### src/rtl/period_meter_pkg.sv
// ============================================================================
// Module      : period_meter_pkg
// Description : Shared state encoding and default sizing for period_meter.
// Revision    : 1.0 - initial release
// ============================================================================
`default_nettype none

package period_meter_pkg;

    typedef enum logic [0:0] {
        PM_IDLE    = 1'b0,
        PM_MEASURE = 1'b1
    } pm_state_t;

    localparam int          PM_CNT_W   = 28;
    localparam logic [27:0] PM_TIMEOUT = 28'd100000000;

endpackage : period_meter_pkg

`default_nettype wire

### src/rtl/period_meter_edge_sync.sv
// ============================================================================
// Module      : edge_sync
// Description : Optional 2-flop synchronizer (PERIOD_METER_SYNC_EN) plus
//               rise/fall detection of the conditioned input.
// Revision    : 1.0 - initial release
// ============================================================================
`default_nettype none

module edge_sync
    import period_meter_pkg::*;
(
    input  logic clock_in,
    input  logic reset,
    input  logic sig_in,
    output logic rise_det,
    output logic fall_det
);

    logic w_s;
    logic r_s_d;

`ifdef PERIOD_METER_SYNC_EN
    logic r_sync1;
    logic r_s;

    // Flops preset to 1 so that reset release cannot look like a rising edge.
    always_ff @(posedge clock_in) begin
        if (reset) begin
            r_sync1 <= 1'b1;
            r_s     <= 1'b1;
        end else begin
            r_sync1 <= sig_in;
            r_s     <= r_sync1;
        end
    end

    assign w_s = r_s;
`else
    assign w_s = sig_in;
`endif

    always_ff @(posedge clock_in) begin
        if (reset) begin
            r_s_d <= 1'b1;
        end else begin
            r_s_d <= w_s;
        end
    end

    assign rise_det = w_s & ~r_s_d;
    assign fall_det = ~w_s & r_s_d;

endmodule : edge_sync

`default_nettype wire

### src/rtl/period_meter.sv
// ============================================================================
// Module      : period_meter
// Description : Measures period and high time of a slow square wave in
//               clock_in cycles; build option PERIOD_METER_SYNC_EN.
// Revision    : 1.0 - initial release
// ============================================================================
`default_nettype none

module period_meter
    import period_meter_pkg::*;
#(
    parameter int               CNT_W          = PM_CNT_W,
    parameter logic [CNT_W-1:0] TIMEOUT_CYCLES = CNT_W'(PM_TIMEOUT)
) (
    input  logic             clock_in,
    input  logic             reset,
    input  logic             sig_in,
    output logic [CNT_W-1:0] period_cycles,
    output logic [CNT_W-1:0] high_cycles,
    output logic             meas_valid,
    output logic             timeout,
    output logic             busy
);

    localparam logic [CNT_W-1:0] c_CNT_ONE = CNT_W'(1);

    logic w_rise;
    logic w_fall;

    pm_state_t        r_state;
    logic [CNT_W-1:0] r_cnt;
    logic [CNT_W-1:0] r_hi_tmp;
    logic [CNT_W-1:0] r_period;
    logic [CNT_W-1:0] r_high;
    logic             r_meas_valid;
    logic             r_timeout;
    logic             r_busy;

    edge_sync u_edge_sync (
        .clock_in (clock_in),
        .reset    (reset),
        .sig_in   (sig_in),
        .rise_det (w_rise),
        .fall_det (w_fall)
    );

    always_ff @(posedge clock_in) begin
        if (reset) begin
            r_state      <= PM_IDLE;
            r_cnt        <= '0;
            r_hi_tmp     <= '0;
            r_period     <= '0;
            r_high       <= '0;
            r_meas_valid <= 1'b0;
            r_timeout    <= 1'b0;
            r_busy       <= 1'b0;
        end else begin
            r_meas_valid <= 1'b0;
            r_timeout    <= 1'b0;
            case (r_state)
                PM_IDLE: begin
                    // First edge only arms the measurement; no result yet.
                    if (w_rise) begin
                        r_cnt   <= c_CNT_ONE;
                        r_state <= PM_MEASURE;
                        r_busy  <= 1'b1;
                    end
                end
                PM_MEASURE: begin
                    if (w_fall) begin
                        r_hi_tmp <= r_cnt;
                    end
                    // A rise coinciding with the timeout count wins, so the
                    // counter can never pass TIMEOUT_CYCLES.
                    if (w_rise) begin
                        r_period     <= r_cnt;
                        r_high       <= r_hi_tmp;
                        r_meas_valid <= 1'b1;
                        r_cnt        <= c_CNT_ONE;
                    end else if (r_cnt == TIMEOUT_CYCLES) begin
                        r_timeout <= 1'b1;
                        r_state   <= PM_IDLE;
                        r_busy    <= 1'b0;
                    end else begin
                        r_cnt <= r_cnt + c_CNT_ONE;
                    end
                end
                default: begin
                    r_state <= PM_IDLE;
                    r_busy  <= 1'b0;
                end
            endcase
        end
    end

    assign period_cycles = r_period;
    assign high_cycles   = r_high;
    assign meas_valid    = r_meas_valid;
    assign timeout       = r_timeout;
    assign busy          = r_busy;

endmodule : period_meter

`default_nettype wire

### config.mk
export PLATFORM = sky130hd
export DESIGN_NAME = period_meter
export DESIGN_NICKNAME = d
export VERILOG_FILES = /design/src/rtl/period_meter_pkg.sv /design/src/rtl/period_meter_edge_sync.sv /design/src/rtl/period_meter.sv
export SDC_FILE = /design/constraint.sdc
export NUM_CORES = 1
export LEC_CHECK = 0
export BUFFER_PORTS_ARGS = -buffer_cell sky130_fd_sc_hd__clkbuf_2
export CAP_MARGIN = 20
export CORE_MARGIN = 1
export CORE_UTILIZATION = 50
export CTS_BUF_LIST = sky130_fd_sc_hd__clkbuf_2
export CTS_CLUSTER_SIZE = 30
export DETAILED_ROUTE_END_ITERATION = 7
export PLACE_DENSITY = 0.74
export RECOVER_POWER = 100
export SYNTH_ARGS = -nofsm -noshare
export SYNTH_HDL_FRONTEND = slang
export SYNTH_HIERARCHICAL = 1
export SYNTH_SLANG_ARGS = --single-unit
### constraint.sdc
create_clock -name clock_in -period 1.6 [get_ports clock_in]
set_input_delay 0.32 -clock clock_in [delete_from_list [all_inputs] [get_ports clock_in]]
set_output_delay 0.32 -clock clock_in [all_outputs]
set_load 0.05 [all_outputs]
==> impl_metrics.json, run 1 <==
{
  "finalMaxSlewViolations": 0,
  "path_clk_slew_ns": 0.16,
  "worstSetupPathType": "register to register",
  "max_freq_ghz": 0.597,
  "fin_ws_ns": -0.0750,
  "syn_area_per_cell_um2": 8.20,
  "antenna_found_initial": 0,
  "wl_per_cell_um": 13.9,
  "synth_top_area_share_pct": 51.8,
  "vias": 4104,
  "gp_congestion": 0.927,
  "skew_ns": 0.0248,
  "num_rows": 34,
  "period_needed_ns": 1.67,
  "cts_tree": "built",
  "grt_max_degree": 91,
  "crit_slowest_cell": "or4_1",
  "h-tree-depth": 4,
  "grt_pass1_vias": 3734,
  "syn-num-nets": 557,
  "post-route-util_pct": 66.4,
  "max-vdd-ir-drop_mv": 0.355,
  "die-height_um": 97.1,
  "ioPinCount": 62,
  "fin_cells": 775,
  "tightest_slew_ns": 0.576,
  "status": "complete, but fails checks",
  "setup_violations": 4,
  "synth_top_area_cell": "dfxtp_1",
  "synthCells": 552,
  "hp-class": "input port to register",
  "hpwl_um": 6950,
  "drt-vias-per-instance": 5.30,
  "post-synth-top-count-cell": "nand2_1",
  "io_buffers": 61,
  "cts_max_path_buffers": 2,
  "die_x_um": 97.1,
  "place_ws_ns": -0.0149,
  "post_dp_cell_area_um2": 5240,
  "cp_cell_sequence": "inv_2 > ha_2 > and4bb_2 > nand4_4 > o21ai_4 > or4_1 > nand2_1",
  "slowest_delay_ns": 0.54,
  "syn_area_um2": 4530,
  "critPathMaxFanout": 4,
  "clock-sinks": 117,
  "yosys_warnings": 6,
  "drt_first_pass_iters": 5,
  "drt_iter0_drc": 237,
  "post-route-period-util_pct": 105,
  "whs_ns": 0.108,
  "dominantRegCellSynth": "dfxtp_1",
  "stdcell_area_um2": 5790,
  "nNetsFinal": 660,
  "root_buffer": "clkbuf_2",
  "routed_wl_um": 10800,
  "hold_viol": 0,
  "area_growth_pct": 27.9,
  "synth.area.top_cells": "dfxtp_1, nand2_1, a21oi_1, xnor2_1, nor2_1",
  "initial_core_util_pct": 51.9,
  "track_usage_pct": 22.7,
  "relSlewSlack_pct": 61.6,
  "startpoint_type": "register",
  "yosys-top-cells-count": "nand2_1, dfxtp_1, a21oi_1, nor2_1, clkbuf_1",
  "dp.cells": 730,
  "synth_edf_count": 0,
  "clk-insertion-delay-late_ns": 0.63,
  "antenna_left": 0,
  "yosysUniqueCellTypes": 44,
  "ys_ff_latch": 117,
  "end_kind": "register",
  "grt_overflow": 0,
  "cts_made_buffers": 17,
  "violations": "setup timing",
  "arrival_ns": 2.23,
  "drive_gt1_share_pct": 30.0,
  "die_area_um2": 9440,
  "p_leak_nw": 2.20,
  "critPathRequiredTime_ns": 2.16,
  "synthArstFlopShare_pct": 0,
  "drv_cap": 0,
  "rsz0062_at_grt": "true",
  "drcViolationCount": 0,
  "grt_pass1_wl_um": 17600,
  "coreArea_um2": 8720,
  "cellPowerDensity_nw_per_um2": 783,
  "ys_seq_area_share_pct": 51.8,
  "diodes": 0
}
-- final timing paths --
check	from	endpoint	cells past startpoint	slack, ns
hold reg to reg	r_hi_tmp[4]$_SDFFE_PP0P_	high_cycles[4]$_SDFFE_PP0P_	2	0.44
setup reg to reg	r_cnt[0]$_SDFFE_PP0P_	r_cnt[8]$_SDFFE_PP0P_	7	-0.07
hold / removal	reset	r_cnt[2]$_SDFFE_PP0P_	4	0.11
setup / recovery	r_cnt[0]$_SDFFE_PP0P_	r_cnt[8]$_SDFFE_PP0P_	7	-0.07
-- metal layers --
metal	wire [um]	global-route usage (%)	share of wire (%)
met1	5020	30.7	47
met2	5070	35.9	47
met3	545	5.32	5.1
met4	129	7.23	1.2
met5	0	0	0
-- cell type report --
| cell class | count | area (um2) |
|---|---|---|
| Fill cell | 730 | 2930 |
| Multi-Input combinational cell | 388 | 2080 |
| Clock buffer | 19 | 95.1 |
| Sequential cell | 117 | 2370 |
| Timing Repair Buffer | 122 | 1000 |
| Tap cell | 108 | 135 |
| Inverter | 9 | 33.8 |
| Clock inverter | 12 | 66.3 |
-- report_power, final --
part / internal [W] / switching [W] / total (W)
registers: 0.00292 / 0.00000753 / 0.00293
logic: 0.0000557 / 0.000110 / 0.000165
clock network: 0.000376 / 0.00106 / 0.00144
total: 0.00335 / 0.00118 / 0.00453
-- per-stage QoR --
stage / TNS (ns) / total power (W)
3_5_place_dp: -0.0149 / 0.00314
4_1_cts: 0 / 0.00455
2_1_floorplan: 0 / 0.00308
6_report: -0.124 / 0.00453
3_3_place_gp: 0 / 0.00314
5_1_grt: -1.12 / 0.00471
-- cells by family after synthesis --
family | count (synthesis) | synth area share, %
fa+ha+maj | 2 | 0.553
simple gates | 263 | 27.3
buf+inv | 48 | 4.75
xor+xnor | 20 | 3.87
compound gates | 102 | 11.7
flops | 117 | 51.8
-- cell usage in the layout (no fill, tap or decap), types with 11 or more instances in the layout --
cell type / instances
dfxtp_1: 99
xnor2_1: 15
dfxtp_2: 16
a21oi_1: 92
nor2_1: 25
clkbuf_2: 22
nand2_1: 181
buf_6: 11
buf_4: 92
-- critical path: cells and delay by family (launching register included) --
kind                     cells  cell delay (ns)
AND/OR/NAND/NOR              4             0.92
flip-flops                   1             0.41
adder cells (fa/ha/maj)      1             0.16
AO/OA/AOI/OAI                1             0.08
buffers and inverters        1             0.06
-- registers in the layout, indices dropped and copies added, names as in the netlist --
signal and flops:
meas_valid 1, period_cycles 28, timeout 1, busy 1, r_state 1, u_edge_sync/r_s_d 1
r_cnt 28, high_cycles 28, r_hi_tmp 28
-- what timing repair did --
action / CTS / global route
hold buffers: 1 / 0
setup buffers: 3 / 9
setup endpoints to repair: 61 / 74
hold endpoints to repair: 1 / 0
pin swaps: 2 / 13
gates resized for setup: 65 / 98
cloned: 0 / 1
(Power assumes the default switching activity.)
==> inputs of run 2 (changes only) <==
--- a/config.mk
+++ b/config.mk
@@ -16,5 +16,4 @@
 export RECOVER_POWER = 100
 export SYNTH_ARGS = -nofsm -noshare
 export SYNTH_HDL_FRONTEND = slang
-export SYNTH_HIERARCHICAL = 1
 export SYNTH_SLANG_ARGS = --single-unit
==> impl_metrics.json, run 2 <==
{
  "status": "complete, but fails checks",
  "violations": "setup timing",
  "finalMaxSlewViolations": 0,
  "nNetsFinal": 675,
  "relSlewSlack_pct": 59.0,
  "yosys_warnings": 0,
  "drv_cap": 0,
  "post-synth-top-count-cell": "nand2_1",
  "cellPowerDensity_nw_per_um2": 806,
  "ys_seq_area_share_pct": 53.1,
  "initial_core_util_pct": 52.6,
  "root_buffer": "clkbuf_2",
  "wl_per_cell_um": 14.5,
  "hold_viol": 0,
  "multi_input_area_um2": 2060,
  "rsz0062_at_grt": "true",
  "max_freq_ghz": 0.488,
  "area_growth_pct": 36.7,
  "drt_iter0_drc": 263,
  "cts_max_path_buffers": 2,
  "synth_top_area_share_pct": 53.1,
  "worst_r2r_endpoint": "r_cnt[18]$_SDFFE_PP0P_",
  "post-route-period-util_pct": 128,
  "die_area_um2": 9200,
  "synthArstFlopShare_pct": 0,
  "io_buffers": 61,
  "post_dp_cell_area_um2": 5280,
  "critPathMaxFanout": 8,
  "hpwl_um": 7570,
  "antenna_found_initial": 0,
  "max-vdd-ir-drop_mv": 0.521,
  "die_x_um": 95.9,
  "die-height_um": 95.9,
  "startpoint_type": "register",
  "tns_ns": -8.40,
  "yosys-top-cells-count": "nand2_1, dfxtp_1, a21oi_1, clkbuf_1, nor2_1",
  "critPathRequiredTime_ns": 2.15,
  "gp_congestion": 0.934,
  "fin_ws_ns": -0.448,
  "cts_made_buffers": 17,
  "p_leak_nw": 2.36,
  "h-tree-depth": 4,
  "seq_area_um2": 2380,
  "grt_overflow": 0,
  "synthCells": 552,
  "r2r_setup_slack_ns": -0.45,
  "worstSetupPathType": "register to register",
  "skew_ns": 0.0220,
  "setup.worst_path.end": "r_cnt[18]$_SDFFE_PP0P_",
  "dominantRegCellSynth": "dfxtp_1",
  "vias": 4218,
  "diodes": 0,
  "synth_top_family_by_area": "simple AND/OR/NAND/NOR gates",
  "path_clk_slew_ns": 0.18,
  "drcViolationCount": 0,
  "yosysUniqueCellTypes": 39,
  "routed_wl_um": 11400,
  "end_kind": "register",
  "syn_area_um2": 4410,
  "hp-class": "register to register",
  "grt_pass1_vias": 3717,
  "drt_first_pass_iters": 5,
  "ff2ff_path_depth": 5,
  "clk-insertion-delay-late_ns": 0.63,
  "r2r-start": "r_cnt[3]$_SDFFE_PP0P_",
  "period_needed_ns": 2.05,
  "syn_area_per_cell_um2": 7.99,
  "synthMuxAreaShare_pct": 0,
  "syn-num-nets": 557,
  "drive_gt1_share_pct": 30.8,
  "grt_pass1_wl_um": 17800,
  "grt_max_degree": 87,
  "setup_violations": 59,
  "coreArea_um2": 8380,
  "antenna_left": 0,
  "ioPinCount": 62,
  "most-common-layout-cells": "nand2_1, a21oi_1, dfxtp_1",
  "mostFrequentLayoutCell": "nand2_1",
  "synth_top_area_cell": "dfxtp_1",
  "synth_xor_area_share_pct": 2.78,
  "yosys.area_share.adder_pct": 0.567,
  "drt-vias-per-instance": 5.36,
  "track_usage_pct": 25.7,
  "ys_ff_latch": 117,
  "synth_simple_gate_area_share_pct": 26.3,
  "fillCellCount": 652,
  "synth.area.top_cells": "dfxtp_1, nand2_1, a21oi_1, clkbuf_1, xor2_1",
  "startpoint": "r_cnt[3]$_SDFFE_PP0P_",
  "arrival_ns": 2.59,
  "stdcell_area_um2": 6030,
  "synth_edf_count": 0,
  "tightest_slew_ns": 0.612,
  "clock-sinks": 117,
  "num_rows": 33,
  "cts_tree": "built",
  "synth-compound-area-share_pct": 13.4
}
-- run 2: metal layers --
metal / routed length, um / GRT usage [%] / share of wire (%)
met2: 5190 / 38.3 / 45
met1: 5370 / 35.9 / 47
met3: 671 / 7.03 / 5.9
met5: 0 / 0 / 0
met4: 202 / 8.33 / 1.8
-- run 2: critical path: stages (launching register included) --
cell and delay, ns:
dfxtp_1 0.34, or4b_1 0.53, or4_4 0.61, o21bai_4 0.23, o21ai_1 0.12, a21oi_1 0.16
-- run 2: cells by family (layout without fill, tap and decap cells) --
family / Yosys count / in the layout
AND/OR/NAND/NOR: 266 / 266
flip-flops: 117 / 117
XOR/XNOR: 14 / 14
adder cells (fa/ha/maj): 2 / 2
buffers and inverters: 41 / 170
AO/OA/AOI/OAI: 112 / 113
-- run 2: worst min-delay path by stage --
stage                              start                           end  slack (ns)  cells past startpoint
3_3_place_gp   r_hi_tmp[22]$_SDFFE_PP0P_  high_cycles[22]$_SDFFE_PP0P_        0.44                      2
5_1_grt                            reset            r_state$_SDFF_PP0_        0.45                      3
6_report       r_hi_tmp[16]$_SDFFE_PP0P_  high_cycles[16]$_SDFFE_PP0P_        0.44                      2
2_1_floorplan                     sig_in  u_edge_sync.r_s_d$_SDFF_PP1_        0.43                      1
4_1_cts        r_hi_tmp[20]$_SDFFE_PP0P_  high_cycles[20]$_SDFFE_PP0P_        0.46                      2
3_5_place_dp   r_hi_tmp[18]$_SDFFE_PP0P_  high_cycles[18]$_SDFFE_PP0P_        0.45                      2
-- run 2: what timing repair did --
action                                  4_1_cts  5_1_grt
hold endpoints to repair                      3        0
gates cloned                                  1        0
gates resized for setup                      70      158
hold buffers                                  2        0
endpoints found under the setup margin       80       86
buffers inserted                              2        4
pin swaps                                     4        7
-- run 2: per-stage QoR --
step	total power, W	instances	setup WS [ns]	utilization, %	hold slack, ns
floorplan	0.00309	552	-0.431	-	0.427
global placement	0.00314	747	-0.381	63.0	0.442
detailed placement	0.00314	747	-0.410	63.0	0.446
CTS	0.00488	783	-0.417	68.4	0.455
global route	0.00506	787	-0.514	71.9	0.450
finish	0.00486	787	-0.448	71.9	0.438
-- run 2: cell type report --
cell class | instances | share of cell area [%]
timing repair buffer | 135 | 20.5
multi-input combinational | 395 | 34.1
clock buffer | 19 | 1.58
tap | 105 | 2.18
clock inverter | 12 | 1.89
inverter | 4 | 0.249
sequential | 117 | 39.4
-- run 2: power breakdown --
part           internal (W)  switching (W)
Sequential          0.00292     0.00000808
Clock              0.000694        0.00107
Combinational     0.0000541       0.000108
